<file path="src/rtl/adding_machine_sequencer.sv">
`default_nettype none
// ============================================================================
//  Module      : adding_machine_sequencer
//  Description : Run controller for the adding-machine datapath. It sums
//                LENGTH consecutive ROM words starting at word index BASE.
//                It drives the ROM word index, owns one pipeline stage
//                (ROM data -> adder) and the accumulator, and sequences the
//                fill, run and drain phases of each job. A global hold
//                freezes all state. Completion is flagged by a one-cycle done.
//  Options     : ADDING_SEQ_OVERFLOW_EN adds a sticky signed-overflow flag.
//  Revision    : 1.0 - initial release
// ============================================================================
module adding_machine_sequencer #(
    parameter int LEN_W = 16,
    parameter int SUM_W = 32
) (
    input  logic             clk,
    input  logic             reset,
    input  logic             start,
    input  logic [29:0]      base,
    input  logic [LEN_W-1:0] length,
    input  logic             hold,
    input  logic [SUM_W-1:0] rom_data,
    output logic [29:0]      rom_index,
    output logic             busy,
    output logic             done,
`ifdef ADDING_SEQ_OVERFLOW_EN
    output logic             overflow,
`endif
    output logic [SUM_W-1:0] sum
);

    typedef enum logic [1:0] {
        IDLE  = 2'd0,
        FETCH = 2'd1,
        DRAIN = 2'd2,
        DONE  = 2'd3
    } state_t;

    state_t             r_state;
    logic [29:0]        r_index;
    logic [SUM_W-1:0]   r_stage;
    logic               r_stage_valid;
    logic [LEN_W-1:0]   r_remaining;
    logic [SUM_W-1:0]   r_sum;
    logic               r_busy;
    logic               r_done;
    logic [SUM_W-1:0]   w_sum_next;

    assign w_sum_next = r_sum + r_stage;

`ifdef ADDING_SEQ_OVERFLOW_EN
    logic               r_overflow;
    logic               w_add_ovf;

    // Signed overflow: operands agree in sign but the result does not.
    assign w_add_ovf = (r_sum[SUM_W-1] == r_stage[SUM_W-1]) &&
                       (w_sum_next[SUM_W-1] != r_sum[SUM_W-1]);
    assign overflow  = r_overflow;
`endif

    assign rom_index = r_index;
    assign busy      = r_busy;
    assign done      = r_done;
    assign sum       = r_sum;

    // Job sequencer, fetch pipeline and accumulator; everything frozen by hold.
    always_ff @(posedge clk or negedge reset) begin
        if (!reset) begin
            r_state       <= IDLE;
            r_index       <= 30'd0;
            r_stage       <= '0;
            r_stage_valid <= 1'b0;
            r_remaining   <= '0;
            r_sum         <= '0;
            r_busy        <= 1'b0;
            r_done        <= 1'b0;
`ifdef ADDING_SEQ_OVERFLOW_EN
            r_overflow    <= 1'b0;
`endif
        end else if (!hold) begin
            // The staged word is added whatever the state; the pipeline
            // simply runs one cycle behind the fetch.
            if (r_stage_valid) begin
                r_sum <= w_sum_next;
`ifdef ADDING_SEQ_OVERFLOW_EN
                if (w_add_ovf) begin
                    r_overflow <= 1'b1;
                end
`endif
            end

            case (r_state)
                IDLE: begin
                    r_busy <= 1'b0;
                    r_done <= 1'b0;
                    if (start) begin
                        r_sum <= '0;
`ifdef ADDING_SEQ_OVERFLOW_EN
                        r_overflow <= 1'b0;
`endif
                        if (length != '0) begin
                            r_state     <= FETCH;
                            r_index     <= base;
                            r_remaining <= length;
                            r_busy      <= 1'b1;
                        end else begin
                            // Empty job completes immediately, index untouched.
                            r_state <= DONE;
                            r_done  <= 1'b1;
                        end
                    end
                end

                FETCH: begin
                    r_stage       <= rom_data;
                    r_stage_valid <= 1'b1;
                    r_index       <= r_index + 30'd1;
                    r_remaining   <= r_remaining - LEN_W'(1);
                    if (r_remaining == LEN_W'(1)) begin
                        r_state <= DRAIN;
                    end
                end

                DRAIN: begin
                    // Last staged word is being accumulated this cycle.
                    r_stage_valid <= 1'b0;
                    r_state       <= DONE;
                    r_busy        <= 1'b0;
                    r_done        <= 1'b1;
                end

                DONE: begin
                    // start is deliberately not sampled here.
                    r_state <= IDLE;
                    r_done  <= 1'b0;
                end

                default: begin
                    r_state <= IDLE;
                    r_busy  <= 1'b0;
                    r_done  <= 1'b0;
                end
            endcase
        end
    end

endmodule
`default_nettype wire

</file>
<file path="config.mk">
export PLATFORM = sky130hd
export DESIGN_NAME = adding_machine_sequencer
export DESIGN_NICKNAME = d
export VERILOG_FILES = /design/src/rtl/adding_machine_sequencer.sv
export SDC_FILE = /design/constraint.sdc
export NUM_CORES = 1
export LEC_CHECK = 0
export ABC_AREA = 1
export BUFFER_PORTS_ARGS = -buffer_cell sky130_fd_sc_hd__buf_2
export CAP_MARGIN = 10
export CORE_MARGIN = 2
export CORE_UTILIZATION = 40
export DETAILED_ROUTE_END_ITERATION = 10
export PLACE_DENSITY_LB_ADDON = 0.25
export SLEW_MARGIN = 5
export SYNTH_ARGS = -nofsm -noshare
export SYNTH_HDL_FRONTEND = slang
export SYNTH_SLANG_ARGS = --single-unit
export TNS_END_PERCENT = 1
</file>
<file path="constraint.sdc">
create_clock -name clk -period 2.68 [get_ports clk]
set_clock_uncertainty 0.1 [all_clocks]
set_input_delay 0.134 -clock clk [delete_from_list [all_inputs] [get_ports clk]]
set_output_delay 0.134 -clock clk [all_outputs]
set_load 0.05 [all_outputs]
</file>
# Word level (Yosys, flattened, before mapping)
# Index checks and enable logic that the tools add are counted.
# Widths: inputs -> output; s select.
dict set report op_classes {
  n_reduce_logical 12
  bitwise 1
  addsub 3
  eq_ne 7
  muxes 20
}
# operator count
set ops {}
lappend ops {{$mux 32} 3}
lappend ops {{$mux 30} 2}
lappend ops {{$pmux 30 s2} 1}
lappend ops {{$add 32x32->32} 1}
lappend ops {{$mux 16} 2}
lappend ops {{$pmux 16 s2} 1}
lappend ops {{$add 30x1->30 const B} 1}
lappend ops {{$eq 16x1->1 const B} 1}
lappend ops {{$reduce_bool 16->1} 1}
lappend ops {{$sub 16x1->16 const B} 1}
lappend ops {{$pmux 2 s4} 1}
lappend ops {{$reduce_and 2->1} 4}
lappend ops {{$mux 2} 3}
lappend ops {{$ne 2x2->1 const B} 3}
lappend ops {{$reduce_bool 2->1} 3}
lappend ops {{$eq 2x2->1 const B} 2}
lappend ops {{$mux 1} 4}
lappend ops {{$pmux 1 s2} 2}
lappend ops {{$reduce_and 4->1} 1}
lappend ops {{$pmux 1 s3} 1}
lappend ops {{$reduce_and 3->1} 1}
lappend ops {{$reduce_bool 3->1} 1}
lappend ops {{$eq 2x1->1 const B} 1}
lappend ops {{$logic_not 2->1} 1}
lappend ops {{$not 1->1} 1}
dict set report word_totals {
  out_inout_bits 64
  register_bits 115
  wordCells 51
  inputBits 82
}

# Depth between registers and ports, before layout
# Gate-level depths: netlist (run 1).
dict set report logic_depth {
  ltp_word 4
  depth_mapped 13
  mapped_depth_nobuf 13
}

# Worst setup path before layout (run 1)
# No wires, ideal clock.
dict set report synth_path {
  path_type {register to register}
  startpoint {register r_sum[0], in the netlist sum[0]}
  endpoint {register r_sum[20], in the netlist sum[20]}
  required_ns 2.453
  stages_incl_launch_ff 13
  t_arrival_ns 2.038
  path_slack_ns 0.415
  synth_period_minus_slack_ns 2.265
  setup_ns 0.127
  cell_sequence {dfrtp_1 > ha_1 > fa_1 > nand3_1 > nand3_1 > nand3_1 > nand3_1 > nand2_1 > nand2_1 > nand2_1 > nand3_1 > nand2_1 > o21ai_0}
}
dict set report synth_via {
  elab_chain_cells 4
}
# element line
set synth_rtl {}
lappend synth_rtl {{start: declaration} 45} ;# logic [SUM_W-1:0] r_sum;
lappend synth_rtl {{start signal: assignment} 85} ;# r_sum <= w_sum_next;
lappend synth_rtl {{$add 32x32->32 (*)} 50} ;# assign w_sum_next = r_sum + r_stage;
lappend synth_rtl {{$mux 32 (*)} 84} ;# if (r_stage_valid) begin
lappend synth_rtl {{$mux 32} 97} ;# if (start) begin
lappend synth_rtl {{$mux 32 (*)} 93} ;# case (r_state)
# Every way passes the cells marked *; elsewhere a longest branch is shown, timed or not.
# A chain may end at the register's enable or synchronous reset.

# Final worst setup path (run 1)
# Same ends and word-level chain as after synthesis.

==> results of run 1 <==
[report_power, final]
part | internal (mW) | switching [mW] | total (mW) | leakage (nW)
Sequential | 2.61 | 0.918 | 3.53 | 1.38
Combinational | 3.01 | 6.46 | 9.48 | 4.18
Clock | 1.49 | 0.927 | 2.42 | 0.289
Total | 7.12 | 8.31 | 15.4 | 5.85
[synthesized netlist by cell type (all sizes together), types with 2 or more instances]
| library cell | n | area share |
|---|---|---|
| nand4 | 12 | 0.0087 |
| o211ai | 13 | 0.011 |
| mux2 | 32 | 0.042 |
| ha | 37 | 0.054 |
| o21bai | 3 | 0.0026 |
| nand3 | 92 | 0.056 |
| nor3b | 2 | 0.0023 |
| clkbuf | 13 | 0.0061 |
| o21a | 3 | 0.0026 |
| xnor2 | 6 | 0.0061 |
| dfrtp | 115 | 0.33 |
| a31oi | 9 | 0.0065 |
| buf | 21 | 0.015 |
| o22ai | 6 | 0.0043 |
| nand2 | 411 | 0.18 |
| o21ai | 81 | 0.048 |
| nor3 | 16 | 0.011 |
| nor2 | 152 | 0.072 |
| or2 | 5 | 0.0036 |
| inv | 186 | 0.081 |
| a22oi | 4 | 0.0035 |
| xor2 | 16 | 0.016 |
| a21oi | 45 | 0.026 |
[path summary, 6_finish.rpt]
kind | endpoint | start | slack (ps)
setup / recovery | sum[20] | sum[0] | 380
hold / removal | r_remaining[11] | length[11] | 10
setup reg to reg | sum[20] | sum[0] | 380
hold reg to reg | r_remaining[15] | r_remaining[15] | 400
max in group asynchronous | rom_index[15] | reset | 1790
min in group asynchronous | sum[9] | reset | 160
[stage by stage]
stage | util | instance area [µm²] | instances
finish | 0.5243 | 11060 | 1798
global placement | 0.4579 | 9656 | 1687
CTS | 0.5241 | 11050 | 1797
detailed placement | 0.4579 | 9656 | 1687
global route | 0.5243 | 11060 | 1798
floorplan | - | 8647 | 1289
[per-layer routing]
metal  routed length [µm]  vias up
met2                12620      270
li1                     -     4554
met1                11820     4160
met5                   12        -
met3                 1398       40
met4                  512        2
[cells by family after synthesis]
kind of cell / after synthesis / share of synthesized area
fa+ha+maj: 38 / 0.05585
flops: 115 / 0.3328
xor+xnor: 22 / 0.02228
buf+inv: 221 / 0.1022
simple gates: 693 / 0.3367
compound gates: 168 / 0.1085
mux: 32 / 0.04167
[repair_timing]
action | in CTS | in global routing
endpoints found under the hold margin | 195 | 0
hold buffers | 78 | 0
setup buffers | 0 | 0
[layout make-up]
cell class / count / area share
multi-input combinational: 953 / 0.4422
sequential: 115 / 0.2603
timing repair buffer: 235 / 0.1469
inverter: 187 / 0.06349
clock buffer: 18 / 0.03972
tap: 275 / 0.03112
clock inverter: 14 / 0.01607
antenna: 1 / 0.0002263
[critical path: cells and delay by family (launching register included)]
family                   cells  cell delay (ps)
AND/OR/NAND/NOR              9              910
adder cells (fa/ha/maj)      2              710
flip-flops                   1              390
AO/OA/AOI/OAI                1               70
[flip-flops by register name, indices dropped and copies added (netlist names)]
signal and flops:
busy 1, done 1, r_remaining 16, r_stage 32, r_stage_valid 1, r_state 2, rom_index 30, sum 32
==> results.py, run 1 <==
metrics = {
    "clock_network": {
        "htreeDepth": 4,
        "max-clock-path-buffers": 2,
        "cts_buffers": 17,
        "root_buffer": "clkbuf_16",
        "cts_tree": "done",
        "cts.sinks": 115,
        "clkTransAtPathRegs_ps": 60,
        "post_cts_resize_count": 0,
        "clock_latency_ps": 430,
    },
    "drt": {
        "dr.pass1.iters": 7,
        "viasPerCell": 5.020,
        "wl_mm": 26.36,
        "ant_nets": 0,
        "drc": 0,
        "vias": 9026,
        "wl_per_cell_um": 14.66,
        "drt-initial-drc-count": 662,
    },
    "synth": {
        "yosysSeqAreaShare": 0.3328,
        "synth-async-reset-ratio": 1.000,
        "synth_cells": 1289,
        "synth_edf_count": 0,
        "syn_nets": 1409,
        "synthFlopType": "dfrtp_1",
        "ys_ff_latch": 115,
        "syn_avg_cell_area_um2": 6.708,
        "yosysWarnings": 0,
        "synth_area_um2": 8647,
        "ys_types": 49,
    },
    "cells_and_area": {
        "drive_gt1_frac": 0.1689,
        "n_fill_cell": 2116,
        "final_cell_mix": "404 x nand2_1, 182 x inv_1, 144 x buf_2",
        "layout.nets": 1629,
        "regArea_um2": 2878,
        "syn_to_final_growth_pct": 27.85,
        "multi_input_comb_area_um2": 4888,
        "final_common_cell": "nand2_1",
    },
    "placed_design": {
        "dp_hpwl_mm": 19.33,
        "io_buffers": 145,
        "routabilityCongestion": 0.9363,
        "pre_cts_ws_ps": 405.3,
    },
    "critical_path": {
        "worstPathRequired_ps": 2880,
        "cp_max_fo": 4,
        "critical_path_class": "reg -> reg",
        "start_kind": "register",
        "cp-end-kind": "register",
        "crit_top_cell": "nand3_1",
        "path_cells": "ha_1 > fa_1 > nand3_1 > nand3_1 > nand3_1 > nand3_1 > nand2_1 > nand2_1 > nand2_1 > nand3_1 > nand2_1 > o21ai_0",
        "ff2ff_path_depth": 12,
        "crit_path_top_delay_cell": "fa_1",
        "crit_arrival_ps": 2500,
        "critPathMaxStageDelay_ps": 460,
    },
    "sta": {
        "whs_ps": 13.59,
        "finalSetupViolCount": 0,
        "maxSlewHeadroom": 0.5982,
        "postLayoutSetupSlackWorst_ps": 382.9,
        "finalHoldViolCount": 0,
        "post-route-period-util": 0.8571,
        "fin_crit_ps": 2297,
        "fin_setup_tns_ps": 0,
        "final_max_slew_viol_count": 0,
        "worst_slew_pin_slew_ps": 602.7,
        "max_freq_mhz": 435.3,
        "rsz0062_at_grt": "no",
    },
    "global_route": {
        "grt_overflow": 0,
        "grt_first_pass_wirelength_mm": 43.37,
        "grt_util_all_layers": 0.2415,
        "grt_max_degree": 71,
        "grtUsageMet1": 0.3165,
        "use_met2": 0.4089,
        "use_met3": 0.04669,
        "antenna_found_initial": 3,
        "grt-busiest-layer": "met2",
        "grt_pass1_vias": 8696,
    },
    "floorplan": {
        "start_util": 0.4101,
        "core_region_area_um2": 21090,
        "die_area_um2": 22810,
        "num_rows": 53,
        "ios": 146,
        "die_x_um": 151.0,
        "die_h_um": 151.0,
    },
    "worst_hold_path": {
        "min_path_type": "in -> reg",
        "holdPathStages": 5,
    },
    "job": {
        "max_cap_violations": 0,
    },
    "power_and_ir_drop": {
        "peakVddDrop_mv": 0.6784,
        "leakage_nw": 5.847,
        "p_total_mw": 15.43,
        "cellPowerDensity_nw_per_um2": 1395,
    },
    "run_status": {
        "status": "completed",
    },
}
Power figures use the tool's default switching activity.
==> inputs of run 2 (changes only) <==
--- a/config.mk
+++ b/config.mk
@@ -11,7 +11,9 @@
 export CORE_MARGIN = 2
 export CORE_UTILIZATION = 40
 export DETAILED_ROUTE_END_ITERATION = 10
+export MAX_ROUTING_LAYER = met4
 export PLACE_DENSITY_LB_ADDON = 0.25
+export REMOVE_ABC_BUFFERS = 1
 export SLEW_MARGIN = 5
 export SYNTH_ARGS = -nofsm -noshare
 export SYNTH_HDL_FRONTEND = slang
==> run 2 against run 1 <==
Global-route usage fell by 0.057 points. Sequential share of layout area about the same. Sequential cell count unchanged. Sequential power fell by 1%. First-iteration DRC count decreased by 36%. Final area about the same. Critical endpoint is now sum[16]. Highest routed layer is now met4.
==> results.py, run 2 (synthesis results as in run 1) <==
metrics = {
    "drt": {
        "wl_mm": 25.59,
        "drc": 0,
        "viasPerCell": 4.949,
        "wl_per_cell_um": 14.22,
        "ant_nets": 0,
        "vias": 8908,
        "drt-initial-drc-count": 423,
        "dr.pass1.iters": 5,
    },
    "worst_hold_path": {
        "min_path_type": "in -> reg",
        "holdPathStages": 5,
        "holdCritStartpoint": "length[8]",
    },
    "floorplan": {
        "ios": 146,
        "die_x_um": 151.0,
        "die_h_um": 151.0,
        "die_area_um2": 22810,
        "start_util": 0.4101,
        "num_rows": 53,
        "core_region_area_um2": 21090,
    },
    "sta": {
        "finalSetupViolCount": 0,
        "maxSlewHeadroom": 0.6139,
        "finalHoldViolCount": 0,
        "post-route-period-util": 0.8439,
        "rsz0062_at_grt": "no",
        "fin_crit_ps": 2262,
        "worst_slew_pin_slew_ps": 577.0,
        "max_freq_mhz": 442.1,
        "final_max_slew_viol_count": 0,
        "postLayoutSetupSlackWorst_ps": 418.3,
    },
    "global_route": {
        "grt_util_all_layers": 0.2409,
        "grt_pass1_vias": 8660,
        "grt_overflow": 0,
        "antenna_found_initial": 0,
        "grt_first_pass_wirelength_mm": 42.16,
        "use_met3": 0.03614,
        "grt_max_degree": 52,
        "grt-busiest-layer": "met2",
        "grtUsageMet1": 0.3027,
        "use_met2": 0.4077,
    },
    "critical_path": {
        "cp_num_buf_inv": 0,
        "cp_max_fo": 4,
        "cp_top_family": "adder cells",
        "crit_start": "sum[0]",
        "crit_path_top_delay_cell": "fa_1",
        "cp-end-kind": "register",
        "crit_cells": 10,
        "worstPathRequired_ps": 2870,
        "crit_arrival_ps": 2460,
        "critPathMaxStageDelay_ps": 450,
        "critical_path_class": "reg -> reg",
        "path_cells": "ha_1 > fa_1 > nand3_1 > nand3_1 > nand2_1 > nand2_1 > nand2_1 > nand3_1 > a21oi_1 > o21ai_0",
        "reg2reg_from": "sum[0]",
        "start_kind": "register",
        "ff2ff_path_depth": 10,
    },
    "power_and_ir_drop": {
        "p_int_mw": 7.035,
        "switchingPower_mw": 8.217,
        "cellPowerDensity_nw_per_um2": 1380,
        "switching_share": 0.5388,
        "p_total_mw": 15.25,
        "peakVddDrop_mv": 0.6484,
        "p_seq_frac": 0.229,
        "pwr-share-clk": 0.152,
        "leakage_nw": 5.859,
        "combPwrFrac": 0.619,
    },
    "cells_and_area": {
        "final_cell_mix": "404 x nand2_1, 182 x inv_1, 144 x buf_2",
        "diodes": 0,
        "drive_gt1_frac": 0.1698,
        "n_fill_cell": 2162,
        "regArea_um2": 2878,
        "final_common_cell": "nand2_1",
        "layout.nets": 1632,
        "syn_to_final_growth_pct": 27.81,
        "multi_input_comb_area_um2": 4888,
    },
    "placed_design": {
        "dp_hpwl_mm": 18.80,
        "routabilityCongestion": 0.9365,
        "pre_cts_ws_ps": 438.0,
        "io_buffers": 145,
    },
    "clock_network": {
        "cts.sinks": 115,
        "max-clock-path-buffers": 2,
        "clock_latency_ps": 430,
        "cts_tree": "done",
        "clkTransAtPathRegs_ps": 60,
        "cts_buffers": 17,
        "htreeDepth": 4,
        "cts_setup_buffers": 0,
        "root_buffer": "clkbuf_16",
    },
    "run_status": {
        "status": "completed",
    },
    "job": {
        "max_cap_violations": 0,
    },
}
[run 2: final cells by class]
type                    instances  share of cell area
multi-input cells             953              0.4423
flip-flops and latches        115              0.2604
repair buffers                238              0.1492
inverters                     187             0.06351
clock buffers                  18             0.03974
well taps                     275             0.03113
clock inverters                14             0.01370
[run 2: what timing repair did]
action	in CTS	in global routing
hold buffers	79	0
setup endpoints to repair	0	0
endpoints found under the hold margin	118	0
gates resized for setup	0	0
[run 2: metrics by stage]
stage / setup TNS, ps / cells / cell area (µm²) / utilization / hold WS (ps)
2_1_floorplan: -45480 / 1255 / 8466 / - / -261.6
6_report: 0 / 1800 / 11050 / 0.5241 / 0.01504
4_1_cts: 0 / 1800 / 11050 / 0.5241 / 0.9990
5_1_grt: 0 / 1800 / 11050 / 0.5241 / 41.13
3_5_place_dp: 0 / 1689 / 9671 / 0.4586 / 58.75
3_3_place_gp: 0 / 1689 / 9671 / 0.4586 / 56.11
[run 2: worst register-to-register path: cells and delay by family, from the launching register on]
family	cells	cell delay, ps
AOI/OAI and AO/OA	2	250
adders and majority gates	2	710
DFF	1	400
and+or+nand+nor	6	690
[run 2: power groups by stage]
stage                     Sequential [mW]  Combinational, mW  Clock, mW
after floorplan                      4.94               5.44          0
after global placement               3.48               9.29          0
after detailed placement             3.51               9.35          0
after CTS                            3.49               9.48       2.36
after global routing                 3.63               10.6       2.42
final                                3.49               9.45       2.32
[run 2: path summary, 6_finish.rpt]
check | endpoint | slack (ps)
min in group asynchronous | r_stage[1] | 130
max in group asynchronous | rom_index[12] | 1520
hold reg to reg | busy | 390
setup / recovery | sum[16] | 420
hold / removal | r_remaining[8] | 0.02
setup reg to reg | sum[16] | 420
[run 2: metal layers]
layer,wire length [µm],up-vias
li1,-,4555
met5,0,-
met4,356,0
met1,11520,4082
met3,1332,28
met2,12390,243
